File: config.mk
export PLATFORM = sky130hd
export DESIGN_NAME = board_mem_arbiter
export DESIGN_NICKNAME = d
export VERILOG_FILES = /design/src/rtl/board_pkg.sv /design/src/rtl/board_scan_ctr.sv /design/src/rtl/board_mem_arbiter.sv
export SDC_FILE = /design/constraint.sdc
export NUM_CORES = 1
export LEC_CHECK = 0
export ABC_AREA = 1
export ABC_CLOCK_PERIOD_IN_PS = 1200
export BUFFER_PORTS_ARGS = -buffer_cell sky130_fd_sc_hd__buf_2
export CAP_MARGIN = 20
export CORE_MARGIN = 10
export CORE_UTILIZATION = 30
export CTS_BUF_LIST = sky130_fd_sc_hd__clkbuf_2
export DETAILED_ROUTE_END_ITERATION = 8
export PLACE_DENSITY = 0.72
export SLEW_MARGIN = 0
export SYNTH_ARGS = -nofsm -noshare
export SYNTH_HDL_FRONTEND = slang
export SYNTH_HIERARCHICAL = 1
export SYNTH_SLANG_ARGS = --single-unit
export TNS_END_PERCENT = 30
File: constraint.sdc
create_clock -name CLK -period 1.2 [get_ports CLK]
set_input_delay 0.12 -clock CLK [delete_from_list [all_inputs] [get_ports CLK]]
set_output_delay 0.12 -clock CLK [all_outputs]
set_load 0.03 [all_outputs]
File: src/rtl/board_pkg.sv
// Shared constants for the board RAM arbiter and display renderer.
// Grant FSM encodings and board cell encodings live here.
package board_pkg;

  localparam int ADDR_W     = 8;
  localparam int DATA_W     = 8;
  localparam int BOARD_BASE = 62;
  localparam int CELLS      = 64;
  localparam int STARVE_MAX = 4;
  localparam int IDX_W      = 6;

  localparam logic [1:0] ST_IDLE      = 2'd0;
  localparam logic [1:0] ST_CPU_DONE  = 2'd1;
  localparam logic [1:0] ST_DISP_DONE = 2'd2;

  localparam logic [DATA_W-1:0] CELL_MINE     = 8'd60;
  localparam logic [DATA_W-1:0] CELL_FLAG     = 8'd32;
  localparam logic [DATA_W-1:0] CELL_QUESTION = 8'd63;
  localparam int                CELL_REVEAL_BIT = 7;

  // RAM address of a board cell given its row and column.
  function automatic logic [ADDR_W-1:0] cell_addr(
    input logic [1:0] row,
    input logic [3:0] col
  );
    return ADDR_W'(BOARD_BASE) + ADDR_W'({row, col});
  endfunction

endpackage

File: src/rtl/board_scan_ctr.sv
// Display scan position and busy flag.
// Advances once per delivered cell; drops busy after the last one.
module board_scan_ctr
  import board_pkg::*;
(
  input  logic             clk,
  input  logic             rst,
  input  logic             start,
  input  logic             advance,
  output logic             busy,
  output logic [IDX_W-1:0] idx,
  output logic             last
);

  logic             busy_q, busy_d;
  logic [IDX_W-1:0] idx_q, idx_d;

  assign busy = busy_q;
  assign idx  = idx_q;
  assign last = (idx_q == IDX_W'(CELLS - 1));

  // Start a scan when idle; step or finish while busy.
  always_comb begin
    busy_d = busy_q;
    idx_d  = idx_q;
    if (!busy_q && start) begin
      busy_d = 1'b1;
      idx_d  = '0;
    end else if (busy_q && advance) begin
      if (last) begin
        busy_d = 1'b0;
        idx_d  = '0;
      end else begin
        idx_d = idx_q + 1'b1;
      end
    end
  end

  // Scan state registers.
  always_ff @(posedge clk or posedge rst) begin
    if (rst) begin
      busy_q <= 1'b0;
      idx_q  <= '0;
    end else begin
      busy_q <= busy_d;
      idx_q  <= idx_d;
    end
  end

endmodule

File: src/rtl/board_mem_arbiter.sv
// Shares the board RAM between CPU load/store and the display scan.
// CPU wins unless the display has been starved STARVE_MAX cycles.
module board_mem_arbiter
  import board_pkg::*;
(
  input  logic              CLK,
  input  logic              RESET,
  input  logic              cpu_req,
  input  logic              cpu_we,
  input  logic [ADDR_W-1:0] cpu_addr,
  input  logic [DATA_W-1:0] cpu_wdata,
  output logic              cpu_ready,
  output logic [DATA_W-1:0] cpu_rdata,
  input  logic              disp_start,
  output logic              disp_busy,
  output logic              disp_valid,
  output logic [IDX_W-1:0]  disp_index,
  output logic [DATA_W-1:0] disp_data,
  output logic              ram_en,
  output logic              ram_we,
  output logic [ADDR_W-1:0] ram_addr,
  output logic [DATA_W-1:0] ram_wdata,
  input  logic [DATA_W-1:0] ram_rdata
);

  localparam int SW = $clog2(STARVE_MAX + 1);

  logic [1:0]       state_q, state_d;
  logic [SW-1:0]    starve_q, starve_d;
  logic             hold_q;
  logic             scan_busy, scan_last;
  logic [IDX_W-1:0] scan_idx;
  logic             gate, cpu_elig, disp_pend;
  logic             cpu_gnt, disp_gnt;

  board_scan_ctr u_scan (
    .clk     (CLK),
    .rst     (RESET),
    .start   (disp_start),
    .advance (disp_valid),
    .busy    (scan_busy),
    .idx     (scan_idx),
    .last    (scan_last)
  );

  // Pick at most one RAM client; no grants in or just after reset.
  always_comb begin
    gate      = !RESET && !hold_q;
    cpu_elig  = cpu_req && (state_q != ST_CPU_DONE);
    disp_pend = scan_busy && (state_q != ST_DISP_DONE);
    cpu_gnt   = gate && cpu_elig &&
                (!disp_pend || (starve_q < SW'(STARVE_MAX)));
    disp_gnt  = gate && !cpu_gnt && disp_pend;
  end

  // Drive the RAM port and present last cycle's read data.
  always_comb begin
    ram_en     = cpu_gnt || disp_gnt;
    ram_we     = cpu_gnt && cpu_we;
    ram_addr   = '0;
    ram_wdata  = '0;
    if (cpu_gnt) begin
      ram_addr  = cpu_addr;
      ram_wdata = cpu_wdata;
    end else if (disp_gnt) begin
      ram_addr  = ADDR_W'(BOARD_BASE) + ADDR_W'(scan_idx);
    end
    cpu_ready  = (state_q == ST_CPU_DONE);
    cpu_rdata  = cpu_ready ? ram_rdata : '0;
    disp_valid = (state_q == ST_DISP_DONE);
    disp_index = scan_idx;
    disp_data  = disp_valid ? ram_rdata : '0;
    disp_busy  = scan_busy && !(disp_valid && scan_last);
  end

  // Next grant state and display starvation count.
  always_comb begin
    state_d = ST_IDLE;
    if (cpu_gnt) begin
      state_d = ST_CPU_DONE;
    end else if (disp_gnt) begin
      state_d = ST_DISP_DONE;
    end
    starve_d = starve_q;
    if (!scan_busy || disp_gnt) begin
      starve_d = '0;
    end else if (disp_pend && (starve_q < SW'(STARVE_MAX))) begin
      starve_d = starve_q + 1'b1;
    end
  end

  // Arbiter state registers; hold_q masks the first cycle out of reset.
  always_ff @(posedge CLK or posedge RESET) begin
    if (RESET) begin
      state_q  <= ST_IDLE;
      starve_q <= '0;
      hold_q   <= 1'b1;
    end else begin
      state_q  <= state_d;
      starve_q <= starve_d;
      hold_q   <= 1'b0;
    end
  end

endmodule

==> results of run 1 <==
[state kept, by name, summed over array words and instances (netlist names)]
register	cells
hold_q	1
starve_q	3
state_q	2
u_scan/busy	1
u_scan/idx	6
[cell families after synthesis]
family / Yosys count
and+or+nand+nor: 106
AOI/OAI and AO/OA: 7
adders and majority gates: 3
DFF: 13
other: 1
buffers and inverters: 43
xor gates and xnor gates: 3
[metal layers]
| layer | GRT usage [%] | share of wire, % | vias up |
|---|---|---|---|
| li1 | - | - | 707 |
| met1 | 11.71 | 36 | 654 |
| met2 | 21.54 | 54 | 54 |
| met3 | 2.808 | 9.0 | 4 |
| met4 | 1.531 | 0.59 | 0 |
| met5 | 0 | 0 | - |
[cell type report]
class / count / share of cell area, %
Timing Repair Buffer: 94 / 37.71
Multi-Input combinational cell: 120 / 36.53
Sequential cell: 13 / 14.93
Inverter: 40 / 7.239
Tap cell: 48 / 2.694
Clock buffer: 4 / 0.8979
[critical path, stage by stage, from the launching register on]
cell and delay [ns]:
dfstp_2 0.38, or2_4 0.27, nor2_4 0.10, nand2_4 0.11, buf_12 0.15, nand3_1 0.09, nand2_2 0.07, buf_6 0.14
[worst paths after layout]
kind                            slack, ns            end  cells after the start           from
worst max-delay path                -0.49    ram_addr[5]                      7         hold_q
worst min-delay path                 0.22    u_scan/busy                      5     disp_start
worst max register to register      -0.19    starve_q[2]                      8         hold_q
worst min register to register       0.59  u_scan/idx[0]                      2  u_scan/idx[0]
max in group asynchronous            0.57         hold_q                      3          RESET
min in group asynchronous            0.37    starve_q[2]                      3          RESET
[per-stage QoR]
stage	hold WS (ns)	power [µW]	setup WS [ns]	TNS, ns	cell area [µm²]
floorplan	-0.08977	1983	-0.1369	-2.641	1235
global placement	0.07441	2583	-0.2530	-3.646	1760
detailed placement	0.08405	2618	-0.2828	-4.294	1760
CTS	0.2157	3063	-0.4692	-11.27	2085
global route	0.2540	3438	-0.5631	-16.98	2230
finish	0.2201	3201	-0.4861	-12.75	2230
[power breakdown]
group	internal, µW	total [µW]	leakage [µW]	switching (µW)
sequential	594	723	0.000154	128
clock	88.5	227	0.0000166	138
combinational	954	2250	0.00103	1300
[cell usage in the layout (no fill, tap or decap), types with 2 or more instances in the layout]
cell type | Yosys | layout
nand2_2 | 4 | 11
buf_2 | 1 | 33
dfrtp_2 | 0 | 5
buf_4 | 0 | 14
nor2_2 | 6 | 19
o21ai_0 | 3 | 3
nand3_1 | 15 | 8
nand2_4 | 1 | 3
inv_1 | 38 | 33
nand3_2 | 1 | 7
xor2_1 | 2 | 2
inv_2 | 1 | 4
nor2_1 | 22 | 5
buf_12 | 1 | 3
buf_6 | 1 | 42
ha_1 | 3 | 2
clkbuf_2 | 0 | 4
dfrtp_1 | 12 | 7
nand2_1 | 44 | 35
nor2_4 | 10 | 14
[what timing repair did]
action	CTS	global route
gates resized for setup	89	29
endpoints found under the setup margin	48	52
hold buffers	1	0
buffers inserted	0	4
cloned	1	0
pin swaps	4	8
hold endpoints to repair	12	0
==> results.tsv, run 1 <==
metric	value	unit
overall die area	6764	µm²
Placer Congestion	0.7765	
final hold violations	0	
Num Clock Sinks	13	
startpoint class of the critical path	flop	
RSZ-0062 raised after global routing	true	
Clock Path Buffers	2	
DPL Wire Length	3.069	mm
top cells by count, synth	44 x nand2_1, 38 x inv_1, 22 x nor2_1	
CTS root buf	clkbuf_2	
max cap viols	0	
final core utilization	60.00	%
Yosys top cell by area	dfrtp_1	
Max Slew Vio Count	0	
via count of the first global-routing pass	1384	
largest net degree at the start of global routing	11	
most common cell in the synthesized netlist	nand2_1	
# IOs	72	
largest family of logic cells by synthesized area	simple AND/OR/NAND/NOR gates	
area delta synth->final	91.82	%
Syn Std Cell Area	1162	µm²
clock latency on the worst-skew pair	0.25	ns
initial antenna violation count	0	
PwrDens	1436	nW/µm²
post-synthesis compound-gate area fraction	3.445	%
via/cell ratio	4.448	
leakage power	0.001200	µW
highest clock rate	0.5931	GHz
Residual DRC	0	
Cell Count, Final, Fillers Out	319	
mux share of post-synthesis cell area	0	%
yosys warns	6	
DRT iter0 DRCs	34	
CTS tree	yes	
WL per Instance	13.33	µm
First-pass DRT Iterations	4	
CTS Buf Count	3	
# nets final	304	
Mapped Cells	176	
Tot GR Track Use	11.02	%
wire length of the first global-routing pass	6.058	mm
syn_area_per_cell	6.604	µm²
Placed Instances	309	
# H-tree levels	1	
share of cells above drive strength 1	62.36	%
WP data arrival	1.57	ns
Yosys cell types	28	
die width	82.25	µm
outcome	finished, violations left	
Fillers	323	
worst vdd ir	1.193	mV
Main synth FF type	dfrtp_1	
detailed-route via count	1419	
failing checks	negative setup slack	
register area share after synthesis	28.09	%
multi-input logic area	814.5	µm²
Port Buffers	71	
# rows	22	
Hold WC Path Type	input port to flop	
# diodes	0	
simple-gate share of the synthesized area	46.61	%
Core Area	3716	µm²
CP max FO	5	
post-synthesis async set-or-reset flop share	100.0	%
final antenna-violating net count	0	
crit share post-route	140.5	%
Sequential Area	332.8	µm²
Final setup viols	47	
routed wire length	4.252	mm
Adder-Cell Fraction of Synth Area	3.229	%
syn_nets	208	
Die Height	82.25	µm
CP Data Required Time	1.08	ns
top post-synthesis cells by area	dfrtp_1 26%, nand2_1 14%, inv_1 12%	
flops & latches, synth	13	
fin crit period	1.686	ns
Setup WS post-layout	-0.4861	ns
CP endpoint kind	output pin	
share of the synthesized area in the top cell type	25.83	%
critical path class	flop to output pin	
Starting Density	31.28	%
Post-synth EDFFs	0	
Clock transition at path regs	0.13	ns
xor and xnor area share after synthesis	2.260	%
gr ovfl total	0	
Clock Skew	0.001308	ns
(Power assumes the default switching activity.)
==> run 2, diff against run 1 <==
- ABC_AREA: 1 -> not set
- PLACE_DENSITY: 0.72 -> 0.73
==> results.tsv, run 2 <==
metric	value	unit	change
# IOs	72		unchanged
max FFs per register	6		unchanged
top cells by count, synth	26 x and2_1, 12 x dfrtp_1, 12 x nand2_1		was 44 x nand2_1, 38 x inv_1, 22 x nor2_1
multi-input logic area	870.8	µm²	was 814.5 µm²
initial antenna violation count	0		unchanged
WP data arrival	1.93	ns	was 1.57 ns
worst setup path startpoint	hold_q		unchanged
max cap viols	0		unchanged
# nets final	258		was 304
share of the synthesized area in the top cell type	28.34	%	was 25.83%
WHS	0.1563	ns	was 0.2201 ns
Placer Congestion	0.8491		was 0.7765
outcome	finished, violations left		unchanged
CP most frequent cell	buf_12		
CTS Buf Count	3		unchanged
# diodes	0		unchanged
CP Buf/Inv Count	4		was 2
Critical Path, Cell by Cell	or3b_4 -> a311oi_4 -> buf_6 -> buf_12 -> buf_12 -> o31ai_2 -> buf_4		was or2_4 -> nor2_4 -> nand2_4 -> buf_12 -> nand3_1 -> nand2_2 -> buf_6
DPL Wire Length	3.198	mm	was 3.069 mm
share of cells above drive strength 1	71.11	%	was 62.36%
worst vdd ir	0.5548	mV	was 1.193 mV
Syn Std Cell Area	1060	µm²	was 1162 µm²
Fillers	260		was 323
delay-heaviest family, CP	buffers and inverters		was simple AND/OR/NAND/NOR gates
flop2flop setup slack	-0.44	ns	was -0.19 ns
routed wire length	4.171	mm	was 4.252 mm
final antenna-violating net count	0		unchanged
failing checks	negative setup slack		unchanged
leakage power	0.001077	µW	was 0.001200 µW
CTS tree	yes		unchanged
syn_nets	157		was 208
highest clock rate	0.4877	GHz	was 0.5931 GHz
worst r2r src	hold_q		unchanged
Adder-Cell Fraction of Synth Area	3.542	%	was 3.229%
crit share post-route	170.9	%	was 140.5%
area delta synth->final	112.0	%	was 91.82%
First-pass DRT Iterations	4		unchanged
most common cell after layout, fill and taps aside	buf_6		unchanged
clock latency on the worst-skew pair	0.29	ns	was 0.25 ns
via count of the first global-routing pass	1395		was 1384
CP endpoint kind	output pin		unchanged
critical path class	flop to output pin		unchanged
worst hold start	disp_start		unchanged
Mapped Cells	125		was 176
Clock Skew	0.01680	ns	was 0.001308 ns
post-route design area	2247	µm²	was 2230 µm²
flops & latches, synth	13		unchanged
PwrDens	1413	nW/µm²	was 1436 nW/µm²
mux share of post-synthesis cell area	2.007	%	was 0%
xor and xnor area share after synthesis	4.132	%	was 2.260%
Num Clock Sinks	13		unchanged
startpoint class of the critical path	flop		unchanged
post-synthesis async set-or-reset flop share	100.0	%	unchanged
via/cell ratio	4.860		was 4.448
fin crit period	2.051	ns	was 1.686 ns
overall die area	6310	µm²	was 6764 µm²
wire length of the first global-routing pass	6.824	mm	was 6.058 mm
largest family of logic cells by synthesized area	simple AND/OR/NAND/NOR gates		unchanged
simple-gate share of the synthesized area	35.66	%	was 46.61%
Die Height	79.44	µm	was 82.25 µm
Setup WS post-layout	-0.8506	ns	was -0.4861 ns
Tot GR Track Use	13.22	%	was 11.02%
CP max stage delay	0.40	ns	was 0.38 ns
worst hold stages	3		was 5
Clock transition at path regs	0.15	ns	was 0.13 ns
DRT iter0 DRCs	39		was 34
Port Buffers	71		unchanged
RSZ-0062 raised after global routing	true		unchanged
Yosys cell types	38		was 28
Hold Path End	u_scan/busy		unchanged
cells on worst reg2reg path	6		was 8
CTS root buf	clkbuf_2		unchanged
Placement Cell Area	1823	µm²	was 1760 µm²
# rows	21		was 22
Residual DRC	0		unchanged
detailed-route via count	1317		was 1419
WL per Instance	15.39	µm	was 13.33 µm
top post-synthesis cells by area	dfrtp_1 28%, and2_1 15%, o31ai_1 5.7%		was dfrtp_1 26%, nand2_1 14%, inv_1 12%
Yosys top cell by area	dfrtp_1		unchanged
Clock Path Buffers	2		unchanged
largest net degree at the start of global routing	15		was 11
Hold WC Path Type	input port to flop		unchanged
CP max FO	6		was 5
Core Area	3363	µm²	was 3716 µm²
syn_area_per_cell	8.478	µm²	was 6.604 µm²
gr ovfl total	0		unchanged
die width	79.44	µm	was 82.25 µm
yosys warns	6		unchanged
final hold violations	0		unchanged
Max Slew Vio Count	0		unchanged
Post-synth EDFFs	0		unchanged
slowest CP cell	dfstp_2		unchanged
register area share after synthesis	30.81	%	was 28.09%
most common cell in the synthesized netlist	and2_1		was nand2_1
post-synthesis compound-gate area fraction	17.36	%	was 3.445%
Main synth FF type	dfrtp_1		unchanged
commonest non-fill, non-tap cells in the layout	43 x buf_6, 32 x buf_2, 20 x buf_4		was 42 x buf_6, 35 x nand2_1, 33 x inv_1, 33 x buf_2, 19 x nor2_2
Starting Density	31.51	%	was 31.28%
reg2reg end	starve_q[2]		unchanged
Final setup viols	51		was 47
Sequential Area	335.3	µm²	was 332.8 µm²
# H-tree levels	1		unchanged
CP Data Required Time	1.08	ns	about the same
[run 2: changes by cell type in the layout (fill, tap and decap cells not counted), sizes merged, moves of 3 or more]
cell,before,now
nor3b,0,4
buf,93,100
nand2,49,12
o31ai,0,8
xnor2,1,4
inv,39,6
nand3,16,5
a21oi,1,4
and2,0,26
nor2,38,6
[run 2: metal layers]
layer | global-route usage, % | up-vias | part of all wire [%]
met3 | 5.293 | 6 | 11
met2 | 22.73 | 73 | 47
met4 | 5.376 | 0 | 1.7
met1 | 14.03 | 606 | 40
li1 | - | 632 | -
met5 | 0 | - | 0
[run 2: power by group]
group	internal [µW]	switching [µW]
sequential	593	148
clock	75.3	161
combinational	1080	1120
[run 2: final cells by class]
| cell class | count | share of cell area [%] |
|---|---|---|
| multi-input combinational | 99 | 38.75 |
| inverter | 7 | 1.726 |
| tap | 46 | 2.561 |
| sequential | 13 | 14.92 |
| clock buffer | 3 | 0.6682 |
| timing repair buffer | 102 | 41.15 |
| clock inverter | 1 | 0.2227 |
[run 2: how the worst max path moves through the flow]
stage	end	slack (ns)	cells past startpoint
after floorplan	ram_addr[1]	-0.60	5
after global placement	ram_addr[0]	-0.53	6
after detailed placement	ram_addr[0]	-0.56	6
after CTS	ram_addr[6]	-0.86	7
after global routing	ram_addr[6]	-0.93	7
final	ram_addr[6]	-0.85	7
[run 2: worst min-delay path: stages]
cell,delay [ns]
buf_2,0.11
nor2_4,0.05
a31oi_1,0.14
[run 2: cell families after synthesis]
kind of cell	count (synthesis)
fa+ha+maj	3
other cells	1
simple gates	64
buf+inv	13
xor+xnor	5
mux	2
flops	13
compound gates	24
[run 2: repair_timing]
item                                    CTS  global route
pin swaps                                14            12
cloned                                    1             1
hold buffers                              1             0
resized for setup                        98            12
endpoints found under the hold margin    12             0
endpoints found under the setup margin   51            55
setup buffers                             3             0
[run 2: per-stage QoR]
stage	worst slack (ns)	std cells	power, µW	TNS [ns]	utilization (%)
global route	-0.9291	271	3363	-25.88	66.82
finish	-0.8506	271	3176	-22.85	66.82
global placement	-0.5314	262	2614	-13.02	54.20
CTS	-0.8598	271	3165	-23.72	65.63
detailed placement	-0.5566	262	2663	-13.89	54.20
floorplan	-0.5971	125	1946	-15.61	-
